`src/rtl/fifo_line_reader_if.sv`:
```
// Handshake bundle between the line reader, the upstream pixel FIFO read port and the output stream.
// master: the reader itself; slave: the FIFO/sink environment around it.
interface fifo_line_reader_if #(
    parameter int DATA_WIDTH = 32
);
    logic                  fifo_rd_en;
    logic [DATA_WIDTH-1:0] fifo_rd_data;
    logic                  fifo_rd_empty;
    logic                  flush;
    logic                  m_valid;
    logic                  m_ready;
    logic [DATA_WIDTH-1:0] m_data;
    logic                  m_eol;

    modport master (
        output fifo_rd_en, m_valid, m_data, m_eol,
        input  fifo_rd_data, fifo_rd_empty, flush, m_ready
    );

    modport slave (
        input  fifo_rd_en, m_valid, m_data, m_eol,
        output fifo_rd_data, fifo_rd_empty, flush, m_ready
    );
endinterface

```
`src/rtl/fifo_line_reader.sv`:
```
// Drains a latency-RD_LATENCY FIFO read port into a ready/valid pixel stream via a small skid buffer.
// Define FIFO_LINE_READER_EOL_EN to compile in the column counter that drives m_eol.
module fifo_line_reader #(
    parameter int DATA_WIDTH = 32,
    parameter int RD_LATENCY = 1,
    parameter int H_ACTIVE   = 640
) (
    input  logic               clk,
    input  logic               rst_n,
    fifo_line_reader_if.master bus
);
    localparam int DEPTH = RD_LATENCY + 2;
    localparam int CW    = $clog2(DEPTH + 1);
    localparam int PW    = $clog2(DEPTH);
    localparam int LW    = $clog2(RD_LATENCY + 1);

    generate
        if (RD_LATENCY < 1 || RD_LATENCY > 2 || H_ACTIVE < 2 || H_ACTIVE > 4096) begin : g_param_check
            $error("fifo_line_reader: illegal RD_LATENCY or H_ACTIVE");
        end
    endgenerate

    logic [DATA_WIDTH-1:0] mem_reg [DEPTH];
    logic [PW-1:0]         wr_ptr_reg;
    logic [PW-1:0]         rd_ptr_reg;
    logic [CW-1:0]         count_reg;
    logic [RD_LATENCY-1:0] stage_reg;
    logic [RD_LATENCY-1:0] stage_next;
    logic [LW-1:0]         inflight;
    logic [CW:0]           occupancy;
    logic                  valid;
    logic                  push;
    logic                  pop;
    logic                  rd_en;

    function automatic logic [PW-1:0] ptr_inc(input logic [PW-1:0] p);
        return (p == PW'(DEPTH - 1)) ? '0 : p + 1'b1;
    endfunction

    always_comb begin
        inflight = '0;
        for (int i = 0; i < RD_LATENCY; i++) begin
            inflight = inflight + LW'(stage_reg[i]);
        end
    end

    assign valid = (count_reg != '0);
    assign pop   = valid & bus.m_ready;
    assign push  = stage_reg[RD_LATENCY-1] & ~bus.flush;

    // The entry leaving this cycle already counts as free space.
    assign occupancy = (CW+1)'(count_reg) + (CW+1)'(inflight) - (CW+1)'(pop);
    assign rd_en     = rst_n & ~bus.fifo_rd_empty & ~bus.flush & (occupancy < (CW+1)'(DEPTH));

    generate
        for (genvar gi = 0; gi < RD_LATENCY; gi++) begin : g_stage
            if (gi == 0) begin : g_first
                assign stage_next[gi] = rd_en;
            end else begin : g_next
                assign stage_next[gi] = stage_reg[gi-1];
            end
        end
    endgenerate

    always_ff @(posedge clk or negedge rst_n) begin
        if (!rst_n) begin
            stage_reg  <= '0;
            count_reg  <= '0;
            wr_ptr_reg <= '0;
            rd_ptr_reg <= '0;
        end else if (bus.flush) begin
            stage_reg  <= '0;
            count_reg  <= '0;
            wr_ptr_reg <= '0;
            rd_ptr_reg <= '0;
        end else begin
            stage_reg <= stage_next;
            count_reg <= count_reg + CW'(push) - CW'(pop);
            if (push) wr_ptr_reg <= ptr_inc(wr_ptr_reg);
            if (pop)  rd_ptr_reg <= ptr_inc(rd_ptr_reg);
        end
    end

    // Storage needs no reset: only entries below count_reg are ever presented.
    always_ff @(posedge clk) begin
        if (push) mem_reg[wr_ptr_reg] <= bus.fifo_rd_data;
    end

    assign bus.fifo_rd_en = rd_en;
    assign bus.m_valid    = valid;
    assign bus.m_data     = valid ? mem_reg[rd_ptr_reg] : '0;

`ifdef FIFO_LINE_READER_EOL_EN
    localparam int XW = $clog2(H_ACTIVE);
    logic [XW-1:0] col_reg;

    always_ff @(posedge clk or negedge rst_n) begin
        if (!rst_n) begin
            col_reg <= '0;
        end else if (bus.flush) begin
            col_reg <= '0;
        end else if (pop) begin
            col_reg <= (col_reg == XW'(H_ACTIVE - 1)) ? '0 : col_reg + 1'b1;
        end
    end

    assign bus.m_eol = valid & (col_reg == XW'(H_ACTIVE - 1));
`else
    assign bus.m_eol = 1'b0;
`endif
endmodule

```
`src/flat_wrapper.sv`:
```
// flat-port wrapper written by rule: the top's interface ports become plain ports
module fifo_line_reader_flat 
#(
    parameter int DATA_WIDTH = 32,
    parameter int RD_LATENCY = 1,
    parameter int H_ACTIVE   = 640
)
  (clk, rst_n, bus_fifo_rd_en, bus_m_valid, bus_m_data, bus_m_eol, bus_fifo_rd_data, bus_fifo_rd_empty, bus_flush, bus_m_ready);
  fifo_line_reader_if #(.DATA_WIDTH(DATA_WIDTH)) bus_i ();
  input  logic clk;
  input  logic rst_n;
  output wire logic [$bits(bus_i.fifo_rd_en)-1:0] bus_fifo_rd_en;
  output wire logic [$bits(bus_i.m_valid)-1:0] bus_m_valid;
  output wire logic [$bits(bus_i.m_data)-1:0] bus_m_data;
  output wire logic [$bits(bus_i.m_eol)-1:0] bus_m_eol;
  input wire logic [$bits(bus_i.fifo_rd_data)-1:0] bus_fifo_rd_data;
  input wire logic [$bits(bus_i.fifo_rd_empty)-1:0] bus_fifo_rd_empty;
  input wire logic [$bits(bus_i.flush)-1:0] bus_flush;
  input wire logic [$bits(bus_i.m_ready)-1:0] bus_m_ready;
  assign bus_fifo_rd_en = bus_i.fifo_rd_en;
  assign bus_m_valid = bus_i.m_valid;
  assign bus_m_data = bus_i.m_data;
  assign bus_m_eol = bus_i.m_eol;
  assign bus_i.fifo_rd_data = bus_fifo_rd_data;
  assign bus_i.fifo_rd_empty = bus_fifo_rd_empty;
  assign bus_i.flush = bus_flush;
  assign bus_i.m_ready = bus_m_ready;
  fifo_line_reader #(.DATA_WIDTH(DATA_WIDTH), .RD_LATENCY(RD_LATENCY), .H_ACTIVE(H_ACTIVE)) u_core (.clk(clk), .rst_n(rst_n), .bus(bus_i));
endmodule
```
`config.mk`:
```
export PLATFORM = sky130hd
export DESIGN_NAME = fifo_line_reader_flat
export DESIGN_NICKNAME = d
export VERILOG_FILES = /design/src/rtl/fifo_line_reader_if.sv /design/src/rtl/fifo_line_reader.sv /design/src/flat_wrapper.sv
export SDC_FILE = /design/constraint.sdc
export NUM_CORES = 1
export LEC_CHECK = 0
export BUFFER_PORTS_ARGS = -buffer_cell sky130_fd_sc_hd__buf_2
export CORE_MARGIN = 10
export CORE_UTILIZATION = 52
export DETAILED_ROUTE_END_ITERATION = 6
export PLACE_DENSITY = 0.83
export SLEW_MARGIN = 0
export SYNTH_ARGS = -nofsm -noshare
export SYNTH_HDL_FRONTEND = slang
export SYNTH_SLANG_ARGS = --single-unit
```
`constraint.sdc`:
```
create_clock -name clk -period 4.65 [get_ports clk]
set_clock_uncertainty 0.15 [all_clocks]
set_input_delay 0.465 -clock clk [delete_from_list [all_inputs] [get_ports clk]]
set_output_delay 0.465 -clock clk [all_outputs]
set_load 0.005 [all_outputs]
```
Word-level counts from Yosys, hierarchy flattened
Memories as Yosys holds them, arrays and structs flattened.
Index checks and enable logic that the tools add are counted.
{"block": "totals", "mem_count": 1, "ramBits": 96, "elab_cells": 35, "regBits": 7, "out_inout_bits": 35, "inputBits": 37}
{"block": "op_classes", "n_addsub": 6, "mux": 11, "n_bitwise": 7, "reduce_logical": 3, "magnitude_cmp": 1, "n_eq_ne": 2}
{"name": "u_core.mem_reg", "words": 3, "width": 32, "read_ports": 1, "rd_clocked_by_memory_dff": 0, "wr": 1, "line": "fifo_line_reader.sv:23", "text": "logic [DATA_WIDTH-1:0] mem_reg [DEPTH];"}
{"operator": "32-bit two-way mux", "n": 1}
{"operator": "2-bit two-way mux", "n": 7}
{"operator": "2-bit nonzero test", "n": 3}
{"operator": "1-bit AND", "n": 5}
{"operator": "2-bit by 1-bit adder with 2-bit output (second input constant)", "n": 2}
{"operator": "2-bit == test (second input constant)", "n": 2}
{"operator": "2-bit by 1-bit adder with 3-bit output", "n": 1}
{"operator": "3-bit by 2-bit less-than comparator with 1-bit output (second input constant)", "n": 1}
{"operator": "1-bit two-way mux", "n": 3}
{"operator": "3-bit by 1-bit subtractor with 3-bit output", "n": 1}
{"operator": "2-bit by 1-bit adder with 2-bit output", "n": 1}
{"operator": "1-bit inverter", "n": 2}
{"operator": "2-bit by 1-bit subtractor with 2-bit output", "n": 1}

Logic depth before layout (Yosys ltp)
{"block": "depth", "ltp_word": 6, "ltp_mapped": 8, "mapped_depth_nobuf": 8}

Worst setup path after synthesis
Ideal clock, no wire load.
{"block": "synth_timing", "path_kind": "in2reg", "start": "in bus_flush", "end": "mem u_core.mem_reg[1][0], enable pin", "arrival_ns": 3.252, "required_time_ns": 4.032, "path_buffers": 1, "stages": 3, "path_slack_ns": 0.780, "setup_time_ns": 0.468, "cell_sequence": "clkbuf_1 > nand2b_1 > nor3b_1"}
{"block": "synth_via", "elab_chain_cells": 4}
{"item": "start: declaration", "line": "flat_wrapper.sv:18", "text": "input wire logic [$bits(bus_i.flush)-1:0] bus_flush;"}
{"item": "1-bit inverter", "line": "fifo_line_reader.sv:49", "text": "assign push = stage_reg[RD_LATENCY-1] & ~bus.flush;"}
{"item": "1-bit AND", "line": "fifo_line_reader.sv:49"}
{"item": "1-bit two-way mux", "line": "fifo_line_reader.sv:86", "text": "if (push) mem_reg[wr_ptr_reg] <= bus.fifo_rd_data;"}
{"item": "1-bit two-way mux (not written as such)", "line": "fifo_line_reader.sv:86"}
{"item": "end: declaration", "line": "fifo_line_reader.sv:23"}
Every way passes these cells.

Worst setup path after layout
{"block": "layout_timing", "start": "reg u_core.count_reg[1]", "end": "out bus_fifo_rd_en"}
{"block": "layout_via", "elab_chain_cells": 5, "word_cells_on_any_way": 6, "classes_between": "add/sub (2); order compare (1); bitwise (2); reduce/logical (1)"}
{"item": "start: declaration", "line": "fifo_line_reader.sv:26", "text": "logic [CW-1:0] count_reg;"}
{"item": "start signal: assignment", "line": "fifo_line_reader.sv:78", "text": "count_reg <= count_reg + CW'(push) - CW'(pop);"}
{"item": "parallel branches: the longest is 2 deep, another holds 2-bit by 1-bit adder with 3-bit output"}
{"item": "3-bit by 1-bit subtractor with 3-bit output (*)", "line": "fifo_line_reader.sv:52", "text": "assign occupancy = (CW+1)'(count_reg) + (CW+1)'(inflight) - (CW+1)'(pop);"}
{"item": "3-bit by 2-bit less-than comparator with 1-bit output (*)", "line": "fifo_line_reader.sv:53", "text": "assign rd_en = rst_n & ~bus.fifo_rd_empty & ~bus.flush & (occupancy < (CW+1)'(DEPTH));"}
{"item": "1-bit AND (*)", "line": "fifo_line_reader.sv:53"}
{"item": "end: declaration", "line": "flat_wrapper.sv:12", "text": "output wire logic [$bits(bus_i.fifo_rd_en)-1:0] bus_fifo_rd_en;"}
Mark *: on every way between the ends.

==> results.toml <==
[status]
status = "finished clean"

[critical_path]
cp.arrival_ns = 2.56
critical_path_class = "flop to output port"
start_kind = "flop"
end_kind = "output port"
r2r_slack_ns = 2.25
cp_max_fo = 5
required_ns = 4.03

[clock_tree]
cts_root_buf = "clkbuf_8"
cts_max_level = 3
clock_sinks = 103
insertion_delay_ns = 0.35
clk_pin_slew_ns = 0.09
cts_max_path_buffers = 2
cts_tree = "built"
cts-buffers-inserted = 9
cts_resized = 0

[drt]
finalWirelength_um = 8033
viasPerCell = 5.440
drtIter0Drc = 98
firstDrtPassIters = 4
drcViolationCount = 0
wire_per_inst_um = 18.59
ant_nets = 0
vias = 2350

[cells_and_area]
syn_to_final_growth_pct = 13.79
layout-drive-gt1-share_pct = 38.53
largest_reg_flops = 96
fillers = 619
fin_util_pct = 60.62
nets = 365
stdcell_count = 432
diodes = 0

[global_route]
grt_max_degree = 68
grt_usage_pct = 13.19
grt_remaining_overflow = 0
grt_pass1_wl_um = 13380
antenna_found_initial = 0
grt_pass1_vias = 2573

[sta]
rsz0062_at_grt = "false"
maxSlewViolCount = 0
tightestPinTransition_ns = 1.176
fin_hold_ws_ns = 0.1527
setup_viol = 0
hold_viol = 0
relSlewSlack_pct = 21.63
fmax_ghz = 0.3149
period_share_pct = 68.29
tns_ns = 0
min_period_ns = 3.175

[floorplanning]
io-pin-count = 72
rows = 33
die_h_um = 111.5
dieArea_um2 = 12440
die_w_um = 111.5
core_um2 = 8175
start_util_pct = 53.28

[synth]
yosysWarnings = 0
syn_inst = 254
synth_edf_count = 96
ys_async_sr_fraction_pct = 6.796
synth_area_leaders = "edfxtp_1 66%, mux2_2 7.5%, o211a_1 7.4%"
ys_ff_latch = 103
yosysTopAreaCell = "edfxtp_1"
syn_area_um2 = 4355
synthFlopType = "edfxtp_1"
avgSynthCellArea_um2 = 17.15
synth_top_area_share_pct = 66.19
syn_nets = 296
synth_cell_types = 29
ys_seq_area_share_pct = 70.21

[placement]
dp.cells = 416
port_buffers = 70
hpwlAfterDp_um = 5127
globalplace.congestion = 0.6939

[hold_path]
holdCritPathClass = "input pin to flop"

[power]
peakVddDrop_mv = 0.3083
power_density_nw_per_um2 = 459.5
p_total_w = 0.002277
leakagePower_nw = 2.126

[flow_run]
cap_violations = 0
-- synthesized netlist by cell type (2+ instances only) --
library cell  instances
edfxtp_1             96
nand2b_1             37
o211a_1              32
mux2_2               29
buf_2                 8
dfrtp_1               7
inv_1                 6
clkbuf_1              4
ha_1                  4
mux2_4                4
a21oi_1               2
and4_1                2
buf_8                 2
nor2_1                2
nor2b_1               2
nor3_1                2
nor3b_1               2
xnor2_1               2
-- final timing paths --
path | from | end | cells past startpoint
max in group asynchronous | rst_n | u_core.rd_ptr_reg[1]$_DFFE_PN0P_ | 2
min reg2reg | u_core.wr_ptr_reg[1]$_DFFE_PN0P_ | u_core.wr_ptr_reg[1]$_DFFE_PN0P_ | 2
max | u_core.count_reg[1]$_DFF_PN0_ | bus_fifo_rd_en | 9
min | bus_fifo_rd_data[27] | u_core.mem_reg[2][27]$_DFFE_PP_ | 1
max reg2reg | u_core.stage_reg$_DFF_PN0_ | u_core.mem_reg[1][19]$_DFFE_PP_ | 3
min in group asynchronous | rst_n | u_core.count_reg[1]$_DFF_PN0_ | 2
-- report_power, final --
part	total [W]	internal [W]	switching, W
combinational	0.000619	0.000329	0.000290
clock	0.000531	0.000244	0.000287
sequential	0.00113	0.00105	0.0000740
total	0.00228	0.00163	0.000651
-- metrics by stage --
step	cell area, um^2	setup WS (ns)
after global placement	4761	1.944
after floorplan	4355	0.7799
after detailed placement	4761	1.850
after global routing	4956	1.319
after CTS	4956	1.462
final	4956	1.475
-- final cells by class --
class | count | area, um^2 | share of cell area (%)
repair buffers | 75 | 390.4 | 7.877
well taps | 105 | 131.4 | 2.651
flip-flops and latches | 103 | 3060 | 61.75
multi-input cells | 128 | 1166 | 23.53
clock buffers | 9 | 123.9 | 2.499
inverters | 6 | 22.52 | 0.4544
clock inverters | 6 | 61.31 | 1.237
-- timing repair --
action | CTS | global route
setup buffers | 0 | 0
hold buffers | 1 | 0
hold endpoints to repair | 7 | 0
-- critical path, cell delays in order (launching register included) --
cell and delay [ns]:
dfrtp_1 0.46, o21a_1 0.26, ha_1 0.30, inv_1 0.09
ha_1 0.15, inv_1 0.05, fa_1 0.43, nand2b_1 0.16
and4_1 0.18, buf_2 0.13
-- cells in the final DEF, fill, tap and decap left out, drive strengths merged, types with 2 or more instances in the layout --
master    instances
edfxtp           96
buf              74
nand2b           37
mux2             33
o211a            32
clkbuf            9
inv               7
dfrtp             7
ha                4
nor2b             2
nor3b             2
nor2              2
xnor2             2
and4              2
a21oi             2
clkinv            2
clkinvlp          2
nor3              2
or3b              2
-- cell families after synthesis --
group	after synthesis	share of synthesized area, %
muxes	34	9.107
adders and majority gates	5	1.609
buffers and inverters	23	3.361
and+or+nand+nor	51	7.469
DFF	103	70.21
other	1	0.08610
AOI/OAI and AO/OA	35	7.757
xor gates and xnor gates	2	0.4023
-- layer usage --
metal | share of wire, % | vias up | wire length (um) | global-route usage (%)
li1 | - | 1100 | - | -
met1 | 42 | 1177 | 3378 | 15.56
met2 | 51 | 65 | 4104 | 22.16
met3 | 5.7 | 8 | 461 | 3.865
met4 | 1.1 | 0 | 89 | 5.227
met5 | 0 | - | 0 | 0
No activity file was read; power rests on OpenSTA's default activity.
